**config.mk**
```make
export PLATFORM = sky130hd
export DESIGN_NAME = down_count_monitor
export DESIGN_NICKNAME = d
export VERILOG_FILES = /design/src/rtl/down_count_pkg.sv /design/src/rtl/down_count_monitor_bit_sync2.sv /design/src/rtl/down_count_monitor.sv
export SDC_FILE = /design/constraint.sdc
export NUM_CORES = 1
export LEC_CHECK = 0
export CAP_MARGIN = 20
export CORE_AREA = 3 3 63 65
export CTS_CLUSTER_DIAMETER = 60
export DETAILED_ROUTE_END_ITERATION = 10
export DIE_AREA = 0 0 66 68
export PLACE_DENSITY = 0.54
export SKIP_LAST_GASP = 1
export SYNTH_ARGS = -nofsm -noshare
export SYNTH_HDL_FRONTEND = slang
export SYNTH_SLANG_ARGS = --single-unit
```
**constraint.sdc**
```tcl
create_clock -name clk -period 5.3 [get_ports clk]
set_clock_uncertainty 0.05 [all_clocks]
set_input_delay 1.06 -clock clk [delete_from_list [all_inputs] [get_ports clk]]
set_output_delay 1.06 -clock clk [all_outputs]
set_load 0.01 [all_outputs]
```
**src/rtl/down_count_pkg.sv**
```systemverilog
// down_count_pkg
// Shared types and constants for the ripple down-counter monitor.
//   state_t     : monitor FSM states (ST_INIT, ST_TRACK)
//   WIDTH_DEF   : default width of the monitored counter value
//   WRAP_W_DEF  : default width of the wrap counter
//   prev_val()  : value a legal down-count step lands on
package down_count_pkg;

    localparam int WIDTH_DEF  = 3;
    localparam int WRAP_W_DEF = 8;

    typedef enum logic {
        ST_INIT,
        ST_TRACK
    } state_t;

    // Returns v - 1. Callers truncate the result to their counter width,
    // which yields (v - 1) modulo 2^WIDTH, so 0 maps onto the all-ones value.
    function automatic logic [31:0] prev_val(input logic [31:0] v);
        return v - 32'd1;
    endfunction

endpackage

```
**src/rtl/down_count_monitor_bit_sync2.sv**
```systemverilog
// bit_sync2
// Two-flop synchroniser for a bus sampled from a foreign clock domain.
//   clk   : destination clock, rising edge
//   rst_n : asynchronous active-low reset, clears both stages
//   d     : asynchronous input bus
//   q1    : first-stage sample (metastability settling stage)
//   q     : second-stage, synchronised output
module bit_sync2 #(
    parameter int W = 3
) (
    input  logic         clk,
    input  logic         rst_n,
    input  logic [W-1:0] d,
    output logic [W-1:0] q1,
    output logic [W-1:0] q
);

    always_ff @(posedge clk or negedge rst_n) begin
        if (!rst_n) begin
            q1 <= '0;
            q  <= '0;
        end else begin
            q1 <= d;
            q  <= q1;
        end
    end

endmodule

```
**src/rtl/down_count_monitor.sv**
```systemverilog
// down_count_monitor
// Brings the Q bus of a ripple down counter into the clk domain, drops
// ripple glitches, publishes the committed value, flags and counts
// 0 -> max wraps and latches an error on any illegal committed step.
//   clk        : system clock, rising edge
//   reset      : asynchronous active-low reset
//   q_in       : ripple counter value, asynchronous to clk
//   clr        : synchronous clear of wrap_count and step_err
//   q_sync     : last committed (stable) counter value
//   valid      : high once the first value has been committed
//   wrap_pulse : one-cycle pulse on a committed 0 -> max transition
//   wrap_count : completed wraps, modulo 2^WRAP_W
//   step_err   : sticky flag for an illegal committed transition
module down_count_monitor
    import down_count_pkg::*;
#(
    parameter int WIDTH  = WIDTH_DEF,
    parameter int WRAP_W = WRAP_W_DEF
) (
    input  logic              clk,
    input  logic              reset,
    input  logic [WIDTH-1:0]  q_in,
    input  logic              clr,
    output logic [WIDTH-1:0]  q_sync,
    output logic              valid,
    output logic              wrap_pulse,
    output logic [WRAP_W-1:0] wrap_count,
    output logic              step_err
);

    logic [WIDTH-1:0] s1;
    logic [WIDTH-1:0] s2;
    logic [WIDTH-1:0] s3;
    logic [WIDTH-1:0] q_prev;
    logic [1:0]       prime_cnt;
    logic             primed;
    logic             stable;
    state_t           state;

    // stage 1/2: two-flop synchroniser on the raw counter bus
    bit_sync2 #(.W(WIDTH)) u_sync (
        .clk   (clk),
        .rst_n (reset),
        .d     (q_in),
        .q1    (s1),
        .q     (s2)
    );

    // The reset value of s2/s3 is not a real sample; the pipeline is only
    // trusted once three edges have pushed q_in samples all the way into s3.
    // Without this, INIT would commit the reset zeros as the first value.
    assign primed = (prime_cnt == 2'd3);
    assign stable = (s2 == s3);
    assign q_prev = WIDTH'(prev_val(32'(q_sync)));

    // stage 3: glitch filter, FSM, classifier and counters
    always_ff @(posedge clk or negedge reset) begin
        if (!reset) begin
            s3         <= '0;
            prime_cnt  <= '0;
            state      <= ST_INIT;
            q_sync     <= '0;
            valid      <= 1'b0;
            wrap_pulse <= 1'b0;
            wrap_count <= '0;
            step_err   <= 1'b0;
        end else begin
            s3         <= s2;
            wrap_pulse <= 1'b0;

            if (!primed) begin
                prime_cnt <= prime_cnt + 2'd1;
            end

            // Commit-time updates below are written later so they win over clr.
            if (clr) begin
                wrap_count <= '0;
                step_err   <= 1'b0;
            end

            case (state)
                ST_INIT: begin
                    if (primed && stable) begin
                        q_sync <= s2;
                        valid  <= 1'b1;
                        state  <= ST_TRACK;
                    end
                end
                ST_TRACK: begin
                    if (stable && (s2 != q_sync)) begin
                        q_sync <= s2;
                        if (s2 == q_prev) begin
                            // A legal step out of zero is the wrap to max.
                            if (q_sync == '0) begin
                                wrap_pulse <= 1'b1;
                                wrap_count <= clr ? WRAP_W'(1) : wrap_count + WRAP_W'(1);
                            end
                        end else begin
                            step_err <= 1'b1;
                        end
                    end
                end
                default: state <= ST_INIT;
            endcase
        end
    end

endmodule
```
==> results.toml, run 1 <==
[outcome]
status = "complete, no violations"

[synth]
ys_warn_count = 0
ys_ff_latch = 26
synth_edf_count = 0
synth_area_leaders = "dfrtp_1 (55%), xor2_1 (5.9%), ha_1 (4.2%)"
ys_top_cells_by_count = "dfrtp_1 (26), xor2_1 (8), nand3_1 (5)"
yosysUniqueCellTypes = 33
synthFlopType = "dfrtp_1"
yosysMostFrequentCell = "dfrtp_1"
synthArstFlopShare_pct = 100
avgSynthCellArea_sq_um = 12.3
synth_top_area_share_pct = 54.9
synth_area_leader_cell = "dfrtp_1"
syn-cell-area_sq_um = 1180
synth.yosys.seq_area_share_pct = 54.9
synthCells = 96
synthesis.nets = 106

[worst_setup_path]
slowest_delay_ns = 0.58
worst-setup-path-type = "flop to output pin"
crit_path_start = "wrap_count[2]$_DFF_PN0_"
critPathBufInv = 1
endpoint_kind = "output pin"
startpoint_type = "flop"
crit_arrival_ns = 1.37
cp_max_fo = 7
slowest_stage = "clkdlybuf4s50_1"
rr_startpoint = "q_sync[0]$_DFFE_PN0P_"
path_delay_family = "buffers and inverters"
worstPathCellList = "clkdlybuf4s50_1"
required_ns = 4.19

[clock_tree]
cts_resized = 0
clock_path_buffers = 2
post_cts_buffers = 0
cts_made_buffers = 3
clk_pin_slew_worst_paths_ns = 0.13
tritoncts = "built"
clock_latency_ns = 0.32
h-tree-depth = 1
cts-root-buf = "clkbuf_4"
holdBufCountCts = 0
clock-sinks = 26

[sta]
fin_ws_ns = 2.82
setup_violations = 0
tightest_slew_ns = 0.436
post-route-period-util_pct = 46.8
clock.fmax_mhz = 403
slew_viol_final = 0
fin_tns_setup_ns = 0
finalHoldViolations = 0
slew_headroom_pct = 70.7
rsz0062_at_grt = "no"
fin_crit_ns = 2.48
timing.hold.ws_ns = 0.313

[routing]
drt-initial-drc-count = 50
wl_mm = 2.24
ant_nets = 0
dr.pass1.iters = 4
via_per_inst = 5.30
drc = 0
detail_route.wl_per_cell_microns = 13.5
vias = 875

[cells_and_area]
nets = 130
area_growth_pct = 24.2
n_antenna_cell = 0
drive_gt1_share_pct = 9.24

[job]
maxCapViolCount = 0

[global_route]
grt_start_max_net_pins = 27
grt_first_pass_wirelength_mm = 4.00
grt_usage_pct = 11.6
grt_pass1_vias = 889
grt_overflow_total = 0
antenna_found_initial = 0

[power_and_ir_drop]
p_per_area_nw_per_um2 = 340
power_w = 0.000500
p_leak_nw = 0.610
ir_drop_v = 0.000191

[die]
coreArea_sq_um = 3390
start_util_pct = 35.0
die_h_microns = 68
die_area_sq_um = 4490
ios = 20
rows = 21
die_w_microns = 66

[placed_design]
place_ws_ns = 2.92
hpwl_mm = 1.67
gp_congestion = 0.827
portBuffers = 19

[min_path]
hold_path_startpoint = "u_sync.q1[1]$_DFF_PN0_"
hold_class = "flop to flop"
## area by class of cell
cell class / instances / area [sq um]
flip-flops and latches: 26 / 651
fillers: 319 / 1920
multi-input cells: 65 / 514
well taps: 46 / 57.6
inverters: 4 / 15.0
clock buffers: 4 / 36.3
repair buffers: 20 / 198
## stage by stage
step	utilization (%)	instances	area [sq um]
6_report	43.4	165	1470
5_1_grt	43.4	165	1470
4_1_cts	43.4	165	1470
3_5_place_dp	42.3	161	1440
3_3_place_gp	42.3	161	1440
2_1_floorplan	-	96	1180
## power by group
group	internal (W)	total [W]	switching, W	leakage (nW)
clock	0.0000420	0.0000980	0.0000560	0.0210
sequential	0.000219	0.000240	0.0000208	0.316
combinational	0.0000815	0.000162	0.0000809	0.272
total	0.000343	0.000500	0.000158	0.610
## placed cells by master (no fill, tap or decap), types with 2 or more instances in the layout
master / count
nor3_1: 2
o311ai_0: 3
a21oi_1: 4
and3_1: 3
o41ai_1: 4
nand4b_1: 2
nand3_1: 5
clkbuf_4: 3
o31ai_1: 2
nand2_1: 3
inv_1: 4
or2_2: 3
clkdlybuf4s50_1: 19
ha_1: 4
mux2_2: 2
or4_1: 2
mux2_1: 2
xnor2_1: 2
dfrtp_1: 26
xor2_1: 8
## cell families (layout without fill, tap and decap cells)
family          count (synthesis)  after routing  synth area share [%]
buf+inv                         5             28                  1.69
mux                             4              4                  3.80
simple gates                   28             28                  14.7
compound gates                 18             18                  11.4
flops                          26             26                  54.9
fa+ha+maj                       4              4                  4.22
xor+xnor                       11             11                  9.29
## layer usage
metal	up-vias	track usage, %	part of all wire (%)
met5	-	0	0
met1	440	14.1	45
met2	22	19.6	48
li1	408	-	-
met4	0	6.09	1.9
met3	5	2.13	5.1
## registers in the layout, summed over array words and instances (netlist names)
signal / count
prime_cnt: 2
q_sync: 3
s3: 3
state: 1
step_err: 1
u_sync.q: 3
u_sync.q1: 3
valid: 1
wrap_count: 8
wrap_pulse: 1
## worst paths after layout
check	slack, ns	cells past startpoint	to
max in group asynchronous	3.90	2	valid$_DFFE_PN0P_
worst min register to register	0.31	0	u_sync.q[1]$_DFF_PN0_
worst max register to register	3.19	6	wrap_count[5]$_DFF_PN0_
worst min-delay path	0.31	0	u_sync.q[1]$_DFF_PN0_
min in group asynchronous	1.05	2	wrap_count[6]$_DFF_PN0_
worst max-delay path	2.82	1	wrap_count[2]
No activity file was read; power rests on OpenSTA's default activity.
==> run 2, diff against run 1 <==
==> constraint.sdc (replaced) <==
create_clock -name clk -period 2.5 [get_ports clk]
set_clock_uncertainty 0.05 [all_clocks]
set_input_delay 0.5 -clock clk [delete_from_list [all_inputs] [get_ports clk]]
set_output_delay 0.5 -clock clk [all_outputs]
set_load 0.01 [all_outputs]
==> run 2 against run 1 <==
Count of clock-buffer cells in the layout shrank 1. Power grew 110%. Die area is the same. Sequential share of layout area grew 0.42 points. Utilization shrank 0.41 points. Sequential power grew 110%. First-iteration DRC count grew 72%. Combinational power grew 110%. Register-to-register slack lost 2.9 ns. Routed wire length grew 3.5%. Critical endpoint is now wrap_count[4]$_DFF_PN0_. Highest routed layer unchanged.
==> results.toml, run 2 (synthesized netlist as in run 1, its figures left out) <==
[cells_and_area]
final_common_cell = "dfrtp_1"
nets = 130
fillers = 325
multi_input_area_sq_um = 514
n_antenna_cell = 0
largest_reg_flops = 8
final_cell_mix = "dfrtp_1 (26), clkdlybuf4s50_1 (19), xor2_1 (8), nand3_1 (5)"
ff_latch_area_sq_um = 651
area_growth_pct = 23.0
drive_gt1_share_pct = 8.47
top_register = "wrap_count"

[die]
rows = 21
die_h_microns = 68
ios = 20
start_util_pct = 35.0
die_area_sq_um = 4490
coreArea_sq_um = 3390
die_w_microns = 66

[sta]
slew_viol_final = 0
fin_crit_ns = 2.17
tightest_slew_ns = 0.513
setup_violations = 0
finalHoldViolations = 0
clock.fmax_mhz = 461
fin_tns_setup_ns = 0
slew_headroom_pct = 65.5
post-route-period-util_pct = 86.7
timing.hold.ws_ns = 0.311
rsz0062_at_grt = "no"

[power_and_ir_drop]
p_leak_nw = 0.602
ir_drop_v = 0.000757
switching_share_pct = 32.4
p_clk_share_pct = 16.6
p_int_w = 0.000694
sequentialPowerShare_pct = 49.9
power_frac_comb_pct = 33.5
p_switching_w = 0.000332
p_per_area_nw_per_um2 = 704

[global_route]
grt_overflow_total = 0
grt_usage_pct = 11.8
grt_pass1_vias = 843
antenna_found_initial = 0
grt_first_pass_wirelength_mm = 4.04
grt_start_max_net_pins = 27

[placed_design]
hpwl_mm = 1.71
portBuffers = 19
gp_congestion = 0.840

[clock_tree]
cts_made_buffers = 3
post_cts_buffers = 0
clock-sinks = 26
cts-root-buf = "clkbuf_4"
cts_resized = 0
h-tree-depth = 1
clock_path_buffers = 2
holdBufCountCts = 0
tritoncts = "built"
clk_pin_slew_worst_paths_ns = 0.13
clock_latency_ns = 0.32

[routing]
vias = 855
wl_mm = 2.31
drt-initial-drc-count = 86
via_per_inst = 5.21
dr.pass1.iters = 4
ant_nets = 0
drc = 0
detail_route.wl_per_cell_microns = 14.1

[job]
maxCapViolCount = 0

[worst_setup_path]
startpoint_type = "flop"
cp_max_fo = 7
crit_arrival_ns = 2.31
endpoint_kind = "flop"
required_ns = 2.64
worst-setup-path-type = "flop to flop"

[outcome]
status = "complete, no violations"

[min_path]
hold_class = "flop to flop"
run 2: final timing paths:
kind	startpoint	endpoint	slack [ns]	cells after the start
worst min register to register	u_sync.q1[2]$_DFF_PN0_	u_sync.q[2]$_DFF_PN0_	0.31	0
min in group asynchronous	reset	wrap_count[3]$_DFF_PN0_	0.48	2
worst max-delay path	q_sync[1]$_DFFE_PN0P_	wrap_count[4]$_DFF_PN0_	0.33	6
max in group asynchronous	reset	valid$_DFFE_PN0P_	1.66	2
worst max register to register	q_sync[1]$_DFFE_PN0P_	wrap_count[4]$_DFF_PN0_	0.33	6
worst min-delay path	u_sync.q1[2]$_DFF_PN0_	u_sync.q[2]$_DFF_PN0_	0.31	0
run 2: layer usage:
| metal | track usage, % | vias up | routed length (microns) |
|---|---|---|---|
| li1 | - | 406 | - |
| met1 | 15.2 | 414 | 1060 |
| met3 | 3.45 | 4 | 153 |
| met2 | 19.8 | 31 | 1070 |
| met4 | 2.28 | 0 | 31 |
| met5 | 0 | - | 0 |
run 2: final cells by class:
cell class	count	area share [%]
Inverter	4	1.03
Clock buffer	3	1.55
Sequential cell	26	44.6
Timing Repair Buffer	20	13.6
Multi-Input combinational cell	65	35.3
Tap cell	46	3.95
run 2: critical path, cell delays in order, from the launching register on:
cell      delay [ns]
dfrtp_1         0.43
inv_1           0.08
ha_1            0.29
xor2_1          0.26
nand4b_1        0.32
o311ai_0        0.47
o41ai_1         0.15
run 2: metrics by stage:
step	std cells	utilization (%)	setup slack [ns]	total power [W]	area [sq um]
finish	164	43.0	0.332	0.00103	1460
global route	164	43.0	0.145	0.00110	1460
CTS	164	43.0	0.392	0.00104	1460
detailed placement	161	42.3	0.407	0.000865	1440
global placement	161	42.3	0.501	0.000861	1440
floorplan	96	-	0.561	0.000722	1180
run 2: power groups by stage:
| stage | combinational [W] | sequential [W] | clock [W] |
|---|---|---|---|
| finish | 0.000344 | 0.000512 | 0.000170 |
| detailed placement | 0.000345 | 0.000520 | 0 |
| CTS | 0.000348 | 0.000512 | 0.000181 |
| global placement | 0.000344 | 0.000517 | 0 |
| floorplan | 0.000191 | 0.000530 | 0 |
| global route | 0.000390 | 0.000521 | 0.000191 |
==> run 3, diff against run 2 <==
--- a/config.mk
+++ b/config.mk
@@ -6,12 +6,13 @@
 export NUM_CORES = 1
 export LEC_CHECK = 0
 export CAP_MARGIN = 20
-export CORE_AREA = 3 3 63 65
+export CORE_AREA = 3 3 68 70
 export CTS_CLUSTER_DIAMETER = 60
 export DETAILED_ROUTE_END_ITERATION = 10
-export DIE_AREA = 0 0 66 68
-export PLACE_DENSITY = 0.54
+export DIE_AREA = 0 0 71 73
+export PLACE_DENSITY = 0.47
 export SKIP_LAST_GASP = 1
 export SYNTH_ARGS = -nofsm -noshare
 export SYNTH_HDL_FRONTEND = slang
+export SYNTH_HIERARCHICAL = 1
 export SYNTH_SLANG_ARGS = --single-unit
==> run 3 against run 2 <==
Power is 12% higher. Via count is 1.8% lower. First-iteration DRC count is 34% lower. Sequential share of layout area is 1.5 points lower. Clock power is 56% higher. Utilization is 5.6 points lower. Largest cell class unchanged. Fmax is 5.6% higher.
==> results.toml, run 3 <==
[global_route]
grt_start_max_net_pins = 27
grt_pass1_vias = 894
antenna_found_initial = 0
grt_first_pass_wirelength_mm = 4.26
grt_overflow_total = 0
grt_usage_pct = 10.5

[synth]
ys_top_cells_by_count = "dfrtp_1 (26), xor2_1 (7)"
avgSynthCellArea_sq_um = 12.5
yosysMostFrequentCell = "dfrtp_1"
synthFlopType = "dfrtp_1"
ys_warn_count = 6
syn-cell-area_sq_um = 1200
synth_area_leader_cell = "dfrtp_1"
synth_top_area_share_pct = 54.3
synthesis.nets = 106
synthCells = 96
synth_area_leaders = "dfrtp_1 (54%), xor2_1 (5.1%), ha_1 (4.2%)"
synth.yosys.seq_area_share_pct = 54.3
yosysUniqueCellTypes = 34
ys_ff_latch = 26
synth_edf_count = 0
synthArstFlopShare_pct = 100

[cells_and_area]
nets = 130
n_antenna_cell = 0
largest_reg_flops = 8
multi_input_area_sq_um = 527
final_cell_mix = "dfrtp_1 (26), clkdlybuf4s50_1 (19), xor2_1 (7)"
top_register = "wrap_count"
area_growth_pct = 25.9
ff_latch_area_sq_um = 651
drive_gt1_share_pct = 12.6
fillers = 407
final_common_cell = "dfrtp_1"
design_area_sq_um = 1510

[clock_tree]
clock_latency_ns = 0.27
tritoncts = "built"
post_cts_buffers = 0
cts_made_buffers = 3
cts_resized = 0
holdBufCountCts = 0
cts-root-buf = "clkbuf_8"
clk_pin_slew_worst_paths_ns = 0.09
clock-sinks = 26
clock_path_buffers = 2
h-tree-depth = 1

[sta]
finalHoldViolations = 0
fin_crit_ns = 2.05
rsz0062_at_grt = "no"
clock.fmax_mhz = 487
post-route-period-util_pct = 82.1
fin_tns_setup_ns = 0
slew_headroom_pct = 66.8
slew_viol_final = 0
setup_violations = 0
tightest_slew_ns = 0.493
fin_ws_ns = 0.447

[worst_setup_path]
critPathBufInv = 1
path_delay_family = "compound AO/OA/AOI/OAI gates"
slowest_stage = "o311ai_0"
required_ns = 2.58
endpoint_kind = "flop"
cp_max_fo = 7
worst-setup-path-type = "flop to flop"
slowest_delay_ns = 0.43
worstPathCellList = "inv_1 > ha_1 > xor2_2 > nand4b_1 > o311ai_0 > o41ai_1"
crit_arrival_ns = 2.13
startpoint_type = "flop"

[routing]
wl_mm = 2.35
via_per_inst = 4.97
top_layer = "met4"
wl_met2_mm = 1.09
detail_route.wl_per_cell_microns = 13.9
drt-initial-drc-count = 57
vias = 840
wl_met3_microns = 137
ant_nets = 0
drc = 0
drt-met1-wl_mm = 1.08
dr.pass1.iters = 4

[die]
die_h_microns = 73
rows = 23
start_util_pct = 29.7
ios = 20
die_area_sq_um = 5180
coreArea_sq_um = 4030
die_w_microns = 71

[placed_design]
portBuffers = 19
dpl_cell_area_sq_um = 1450
place_ws_ns = 0.483
gp_congestion = 0.793
hpwl_mm = 1.74

[min_path]
hold_class = "flop to flop"

[power_and_ir_drop]
ir_drop_v = 0.000409
p_clk_share_pct = 23.2
sequentialPowerShare_pct = 44.5
p_switching_w = 0.000355
p_per_area_nw_per_um2 = 760
switching_share_pct = 31.0
power_frac_comb_pct = 32.3
p_leak_nw = 0.619
p_int_w = 0.000791

[job]
maxCapViolCount = 0

[outcome]
status = "complete, no violations"
[run 3: cell counts after synthesis]
Identical to the previous run, type by type.
[run 3: final cells by class]
cell class | count | share of cell area (%)
inverter | 4 | 0.996
tap | 50 | 4.15
multi-input combinational | 65 | 34.9
sequential | 26 | 43.2
clock buffer | 4 | 3.65
timing repair buffer | 20 | 13.1
[run 3: layer usage]
metal / up-vias / GRT usage, %
met4: 0 / 5.01
li1: 402 / -
met2: 23 / 16.7
met1: 411 / 13.6
met3: 4 / 2.48
met5: - / 0
[run 3: power by group through the flow]
stage | combinational, W | clock (W) | sequential (W)
finish | 0.000370 | 0.000265 | 0.000510
detailed placement | 0.000370 | 0 | 0.000519
floorplan | 0.000214 | 0 | 0.000530
global placement | 0.000371 | 0 | 0.000517
global route | 0.000408 | 0.000299 | 0.000518
CTS | 0.000374 | 0.000281 | 0.000511
[run 3: kinds of logic (layout without fill, tap and decap cells)]
| kind of cell | after synthesis | count (layout) | share of synthesized area, % |
|---|---|---|---|
| buffers and inverters | 5 | 28 | 1.67 |
| adder cells (fa/ha/maj) | 4 | 4 | 4.18 |
| multiplexers | 4 | 4 | 3.76 |
| AO/OA/AOI/OAI | 18 | 18 | 11.3 |
| flip-flops | 26 | 26 | 54.3 |
| XOR/XNOR | 11 | 11 | 9.82 |
| AND/OR/NAND/NOR | 28 | 28 | 14.9 |
[run 3: per-stage QoR]
stage | cells | total power (W) | util (%) | hold WS, ns
4_1_cts | 169 | 0.00117 | 37.4 | 0.310
3_3_place_gp | 165 | 0.000887 | 36.1 | 0.285
3_5_place_dp | 165 | 0.000889 | 36.1 | 0.289
5_1_grt | 169 | 0.00122 | 37.4 | 0.324
2_1_floorplan | 96 | 0.000745 | - | 0.154
6_report | 169 | 0.00115 | 37.4 | 0.305
[run 3: worst reg2reg max path, cell delays in order, from the launching register on]
cell	delay (ns)
dfrtp_1	0.41
inv_1	0.08
ha_1	0.31
xor2_2	0.22
nand4b_1	0.28
o311ai_0	0.43
o41ai_1	0.15
[run 3: worst paths after layout]
kind / slack, ns / endpoint / startpoint / depth (start not counted)
worst max-delay path: 0.45 / wrap_count[6]$_DFF_PN0_ / q_sync[1]$_DFFE_PN0P_ / 6
worst min-delay path: 0.31 / u_sync/q[2]$_DFF_PN0_ / u_sync/q1[2]$_DFF_PN0_ / 0
worst max register to register: 0.45 / wrap_count[6]$_DFF_PN0_ / q_sync[1]$_DFFE_PN0P_ / 6
worst min register to register: 0.31 / u_sync/q[2]$_DFF_PN0_ / u_sync/q1[2]$_DFF_PN0_ / 0
max in group asynchronous: 1.60 / q_sync[0]$_DFFE_PN0P_ / reset / 2
min in group asynchronous: 0.55 / wrap_count[0]$_DFF_PN0_ / reset / 2
